**config.mk**
```make
export PLATFORM = sky130hd
export DESIGN_NAME = core_inst_sequencer
export DESIGN_NICKNAME = d
export VERILOG_FILES = /design/src/rtl/core_inst_sequencer.sv
export SDC_FILE = /design/constraint.sdc
export NUM_CORES = 1
export LEC_CHECK = 0
export ABC_AREA = 1
export CAP_MARGIN = 15
export CORE_UTILIZATION = 50
export DETAILED_ROUTE_END_ITERATION = 12
export GPL_TIMING_DRIVEN = 1
export PLACE_DENSITY = 0.74
export SLEW_MARGIN = 5
export SYNTH_ARGS = -nofsm -noshare
export SYNTH_HDL_FRONTEND = slang
export SYNTH_SLANG_ARGS = --single-unit
```
**constraint.sdc**
```tcl
create_clock -name clk -period 9.75 [get_ports clk]
set_clock_uncertainty 0.2 [all_clocks]
set_input_delay 1.95 -clock clk [delete_from_list [all_inputs] [get_ports clk]]
set_output_delay 1.95 -clock clk [all_outputs]
set_load 0.005 [all_outputs]
```
**src/rtl/core_inst_sequencer.sv**
```systemverilog
// Instruction sequencer for `core`: steps weight fetch, L0 fill, PE load, execute and OFIFO
// drain for every kij, then accumulates the psums per output pixel. All outputs are registered.
module core_inst_sequencer #(
    parameter int row      = 8,
    parameter int col      = 8,
    parameter int in_w     = 6,
    parameter int k_w      = 3,
    parameter int wgt_base = 1024,
    parameter int gap_cyc  = 10
) (
    input  logic        clk,
    input  logic        reset,
    input  logic        start,
    input  logic        ofifo_valid,
    output logic [33:0] inst,
    output logic        core_reset,
    output logic [3:0]  kij,
    output logic        out_valid,
    output logic [3:0]  onij,
    output logic        busy,
    output logic        done
);
    localparam int LEN_NIJ  = in_w * in_w;
    localparam int LEN_KIJ  = k_w * k_w;
    localparam int OUT_W    = in_w - k_w + 1;
    localparam int LEN_ONIJ = OUT_W * OUT_W;
    localparam int EXEC_CYC = LEN_NIJ + row + col;
    localparam int ACC_CYC  = LEN_KIJ + 3;  // reads, trailing acc, acc=0 gap, out_valid

    typedef struct packed {
        logic        acc;
        logic        cen_pmem;
        logic        wen_pmem;
        logic [10:0] a_pmem;
        logic        cen_xmem;
        logic        wen_xmem;
        logic [10:0] a_xmem;
        logic        ofifo_rd;
        logic        ififo_wr;
        logic        ififo_rd;
        logic        l0_rd;
        logic        l0_wr;
        logic        execute;
        logic        load;
    } inst_t;

    localparam inst_t INST_IDLE = inst_t'(34'h1_800C_0000);

    typedef enum logic [3:0] {
        S_IDLE, S_CRST, S_W_L0, S_LOAD, S_GAP, S_X_L0,
        S_EXEC, S_WAIT_OF, S_DRAIN, S_ACC, S_DONE
    } state_t;

    state_t     r_state, w_state_nxt;
    logic [6:0] r_cnt, w_cnt_nxt;
    logic [3:0] r_kij, w_kij_nxt;
    logic [3:0] r_onij, w_onij_nxt;
    logic       w_last;

    inst_t      r_inst, w_inst;
    logic       r_core_reset, w_core_reset;
    logic       r_out_valid, w_out_valid;
    logic       r_busy, w_busy;
    logic       r_done, w_done;

    always_comb begin
        int v_len;
        // NOTE: every signal driven here gets a default first, so no path can infer a latch.
        w_state_nxt = r_state;
        w_cnt_nxt   = r_cnt + 7'd1;
        w_kij_nxt   = r_kij;
        w_onij_nxt  = r_onij;
        case (r_state)
            S_CRST:  v_len = 2;
            S_W_L0:  v_len = col + 1;
            S_LOAD:  v_len = col;
            S_GAP:   v_len = gap_cyc;
            S_X_L0:  v_len = LEN_NIJ + 1;
            S_EXEC:  v_len = EXEC_CYC;
            S_DRAIN: v_len = LEN_NIJ;
            S_ACC:   v_len = ACC_CYC;
            default: v_len = 1;
        endcase
        w_last = (int'(r_cnt) == v_len - 1);

        case (r_state)
            S_IDLE: begin
                w_cnt_nxt = '0;
                if (start) begin
                    w_state_nxt = S_CRST;
                    w_kij_nxt   = '0;
                    w_onij_nxt  = '0;
                end
            end
            S_CRST:  if (w_last) begin w_state_nxt = S_W_L0; w_cnt_nxt = '0; end
            S_W_L0:  if (w_last) begin w_state_nxt = S_LOAD; w_cnt_nxt = '0; end
            S_LOAD:  if (w_last) begin w_state_nxt = S_GAP;  w_cnt_nxt = '0; end
            S_GAP:   if (w_last) begin w_state_nxt = S_X_L0; w_cnt_nxt = '0; end
            S_X_L0:  if (w_last) begin w_state_nxt = S_EXEC; w_cnt_nxt = '0; end
            S_EXEC:  if (w_last) begin w_state_nxt = S_WAIT_OF; w_cnt_nxt = '0; end
            S_WAIT_OF: begin
                w_cnt_nxt = '0;
                if (ofifo_valid) w_state_nxt = S_DRAIN;
            end
            S_DRAIN: begin
                if (w_last) begin
                    w_cnt_nxt = '0;
                    if (int'(r_kij) == LEN_KIJ - 1) begin
                        w_state_nxt = S_ACC;
                        w_onij_nxt  = '0;
                    end else begin
                        w_state_nxt = S_CRST;
                        w_kij_nxt   = r_kij + 4'd1;
                    end
                end
            end
            S_ACC: begin
                if (w_last) begin
                    w_cnt_nxt = '0;
                    if (int'(r_onij) == LEN_ONIJ - 1) w_state_nxt = S_DONE;
                    else                              w_onij_nxt  = r_onij + 4'd1;
                end
            end
            S_DONE:  begin w_state_nxt = S_IDLE; w_cnt_nxt = '0; end
            default: begin w_state_nxt = S_IDLE; w_cnt_nxt = '0; end
        endcase
    end

    // Outputs are decoded from the next state so the registered copy lines up with r_state.
    always_comb begin
        int v_c, v_k, v_o;
        v_c          = int'(w_cnt_nxt);
        v_k          = int'(w_kij_nxt);
        v_o          = int'(w_onij_nxt);
        w_inst       = INST_IDLE;
        w_core_reset = 1'b0;
        w_out_valid  = 1'b0;
        w_done       = 1'b0;
        w_busy       = (w_state_nxt != S_IDLE);
        case (w_state_nxt)
            S_CRST: w_core_reset = 1'b1;
            S_W_L0: begin
                if (v_c < col) begin
                    w_inst.cen_xmem = 1'b0;
                    w_inst.a_xmem   = 11'(wgt_base + v_k * col + v_c);
                end
                w_inst.l0_wr = (v_c != 0);
            end
            S_LOAD: begin
                w_inst.l0_rd = 1'b1;
                w_inst.load  = 1'b1;
            end
            S_X_L0: begin
                if (v_c < LEN_NIJ) begin
                    w_inst.cen_xmem = 1'b0;
                    w_inst.a_xmem   = 11'(v_c);
                end
                w_inst.l0_wr = (v_c != 0);
            end
            S_EXEC: begin
                w_inst.l0_rd   = (v_c < LEN_NIJ);
                w_inst.execute = (v_c < LEN_NIJ);
            end
            S_DRAIN: begin
                w_inst.cen_pmem = 1'b0;
                w_inst.wen_pmem = 1'b0;
                w_inst.a_pmem   = 11'(v_k * LEN_NIJ + v_c);
                w_inst.ofifo_rd = 1'b1;
            end
            S_ACC: begin
                // During ACC the count walks the kernel offsets k = ki*k_w + kj.
                if (v_c < LEN_KIJ) begin
                    w_inst.cen_pmem = 1'b0;
                    w_inst.a_pmem   = 11'(v_c * LEN_NIJ + (v_o / OUT_W + v_c / k_w) * in_w
                                          + v_o % OUT_W + v_c % k_w);
                end
                w_inst.acc  = (v_c >= 1) && (v_c <= LEN_KIJ);
                w_out_valid = (v_c == ACC_CYC - 1);
            end
            S_DONE:  w_done = 1'b1;
            default: ;
        endcase
    end

    always_ff @(posedge clk or posedge reset) begin
        if (reset) begin
            r_state      <= S_IDLE;
            r_cnt        <= '0;
            r_kij        <= '0;
            r_onij       <= '0;
            r_inst       <= INST_IDLE;
            r_core_reset <= 1'b0;
            r_out_valid  <= 1'b0;
            r_busy       <= 1'b0;
            r_done       <= 1'b0;
        end else begin
            // NOTE: state uses non-blocking assignments so every register samples pre-edge values.
            r_state      <= w_state_nxt;
            r_cnt        <= w_cnt_nxt;
            r_kij        <= w_kij_nxt;
            r_onij       <= w_onij_nxt;
            r_inst       <= w_inst;
            r_core_reset <= w_core_reset;
            r_out_valid  <= w_out_valid;
            r_busy       <= w_busy;
            r_done       <= w_done;
        end
    end

    assign inst       = r_inst;
    assign core_reset = r_core_reset;
    assign kij        = r_kij;
    assign out_valid  = r_out_valid;
    assign onij       = r_onij;
    assign busy       = r_busy;
    assign done       = r_done;

endmodule
```
==> results.md <==
- Post-synthesis sequential area ratio: 0.248
- CTS sink cnt: 52
- Hpwl dp: 10.5 mm
- Critical Path RT: 9.79 ns
- DR vias: 4876
- Peak supply drop: approximately 0.28 mV
- Largest net degree at the start of global routing: 53
- Startpoint Class: flip-flop
- CP Max Fanout: 5
- Most common cell in the netlist: nand2_1
- Seq cells post-synth: between 50 and 60
- Gr usage total: 0.243
- Finished Cell Area: 6490 um2
- NumNets Final: 859
- DIE WIDTH: 105 um
- TritonCTS clock tree: yes
- Clock-pin slew on the worst setup and hold paths: roughly 0.090 ns
- CTS Buf Count: 5
- DP Cell Count: 888
- Crit path arrival time: 9.33 ns
- Initial antenna violation count: 0
- Clk_lat worst skew: 0.30 ns
- Mapped Area: around 5300 um2
- Core ar.: 10300 um2
- Placed cell area: about 6000 um2
- CP startpoint: r_state[1]
- Fin. Hold Viols: 0
- Final period util: 0.953
- Post-synth top cells: nand2_1, inv_1, nor2_1
- Die Height: 105 um
- Met2 wire length: 6.78 mm
- Reg-to-reg critical path startpoint: r_state[1]
- Mapped Cells: just under 700
- Biggest area consumer among synthesized cells: dfrtp_1
- H-tree level count: 2
- Outcome: complete, no violations
- TritonRoute pass-1 iters: 5
- Cell family with most CP delay: adder cells
- Hold wc startpoint: onij[0]
- Endpoint type of the worst setup path: flip-flop
- GP Congestion: 0.918
- Vias/cell: 5.32
- CP max stage cell: fa_1
- Asr flop ratio synth: 1.00
- Number of global-route vias before repair: 4600
- Root buffer cell: clkbuf_8
- Area growth syn-to-layout: 23.3%
- Power per cell area: 293 nW/um2
- Worst hold slack: 0.437 ns
- Post-Route WL: 13.6 mm
- Highest Signal Layer: met4
- Synth cell types: 49
- M1 WL: approximately 5.8 mm
- Hold WC Path Type: reg2reg
- Clock buffer depth: 2
- Max-slew headroom: 0.526
- Most frequent CP cell: nand2_1
- Initial Util: 0.512
- # diodes: 0
- Leakage: approximately 3.5 nW
- Metal3 WL: around 700 um
- Final Max Slew Viols: 0
- Port Buf Inserts: 44
- Total grt overflow: 0
- Number of max-cap violations: 0
- CP peak stage delay: 0.52 ns
- Rows: 37
- Layout Cells excl Fill: between 900 and 1000
- Number of flops mapped to enable cells by yosys: 0
- Max Fclk: roughly 110 MHz
- Iteration-0 DRC Markers: 257
- Final setup viols: 0
- Post-route DRC: 0
- Worst-margin pin slew: roughly 0.7 ns
- Synth area leaders: dfrtp_1, ha_1, nand2_1
- Share of the synthesized area in the top cell type: 0.233
- Global-route wire length before repair: ~21 mm
- I/O pins: 50
- Synth warnings: 0
- Top FF cell, synth: dfrtp_1
- Avg Inst Size Synth: 7.57 um2
- Drt wl/cell: 14.8 um
- Critical path class: reg2reg
- Hold buffers post-CTS: 0
- Layout cell share with drive strength beyond 1: 0.190
- DRT antenna net count: 0
- Min cycle time layout: ~9.3 ns
- Die area: 10900 um2
- Buf/Inv on CP: 8
layout by cell type (no fill, tap or decap), drive strengths merged, types with 14 or more instances in the layout:
| master | synthesis | layout |
|---|---|---|
| o21ai | 24 | 24 |
| ha | 61 | 61 |
| a21oi | 29 | 29 |
| dfrtp | 49 | 49 |
| nand3 | 64 | 64 |
| xnor2 | 14 | 14 |
| nand2 | 131 | 131 |
| inv | 125 | 126 |
| nor2 | 87 | 87 |
| buf | 6 | 37 |
| fa | 15 | 15 |
| xor2 | 18 | 18 |
| clkdlybuf4s50 | 0 | 44 |
layer usage:
metal,vias to the layer above,global-route usage
met3,24,0.0256
met1,2301,0.310
met2,151,0.437
li1,2400,-
met4,0,0.0664
met5,-,0
layout make-up:
class | count | area, um2
Clock buffer | 6 | 82.6
Timing Repair Buffer | 81 | 742
Fill cell | 916 | 3790
Tap cell | 136 | 170
Multi-Input combinational cell | 512 | 3690
Inverter | 127 | 482
Sequential cell | 52 | 1310
Clock inverter | 2 | 13.8
worst reg2reg max path: cells and delay by family, from the launching register on:
| family | cells | cell delay (ns) |
|---|---|---|
| flip-flops | 1 | 0.43 |
| buffers and inverters | 8 | 0.71 |
| XOR/XNOR | 5 | 0.89 |
| AND/OR/NAND/NOR | 27 | 2.63 |
| adder cells (fa/ha/maj) | 11 | 3.06 |
| AO/OA/AOI/OAI | 8 | 1.29 |
final timing paths:
check | endpoint | slack [ns] | cells past startpoint
max | inst[30] | 0.46 | 59
min | onij[0] | 0.44 | 1
max reg2reg | inst[30] | 0.46 | 59
min reg2reg | onij[0] | 0.44 | 1
max in group asynchronous | inst[19] | 7.05 | 3
min in group asynchronous | inst[25] | 1.73 | 2
state kept, by name, summed over array words and instances (netlist names):
signal      count
out_valid       1
r_state         4
done            1
core_reset      1
r_cnt           7
kij             4
inst           29
onij            4
busy            1
through the flow:
step | power, W | setup slack (ns) | setup TNS, ns | utilization
after global routing | 0.00210 | -0.217 | -0.217 | 0.631
after detailed placement | 0.00159 | -0.156 | -0.156 | 0.580
after global placement | 0.00157 | 0.0778 | 0 | 0.580
final | 0.00190 | 0.461 | 0 | 0.631
after CTS | 0.00173 | 0.00964 | 0 | 0.591
after floorplan | 0.00125 | 0.343 | 0 | -
power breakdown:
part           internal (W)  switching (W)  total (W)
sequential         0.000253      0.0000295   0.000283
combinational      0.000581       0.000911    0.00149
clock             0.0000581      0.0000698   0.000128
total              0.000893        0.00101    0.00190
logic make-up (layout without fill, tap and decap cells):
| group | count (synthesis) | in the layout | share of synthesized area |
|---|---|---|---|
| xor+xnor | 32 | 32 | 0.0532 |
| compound gates | 87 | 87 | 0.0989 |
| flops | 52 | 52 | 0.248 |
| fa+ha+maj | 76 | 76 | 0.202 |
| mux | 1 | 1 | 0.00190 |
| other cells | 2 | 5 | 0.00143 |
| buf+inv | 134 | 216 | 0.0998 |
| simple gates | 311 | 311 | 0.295 |
repair_timing:
action	in CTS	in global routing
endpoints found under the setup margin	1	5
pin swaps	3	27
setup buffers	0	19
resized for setup	5	52
(Power assumes the default switching activity.)
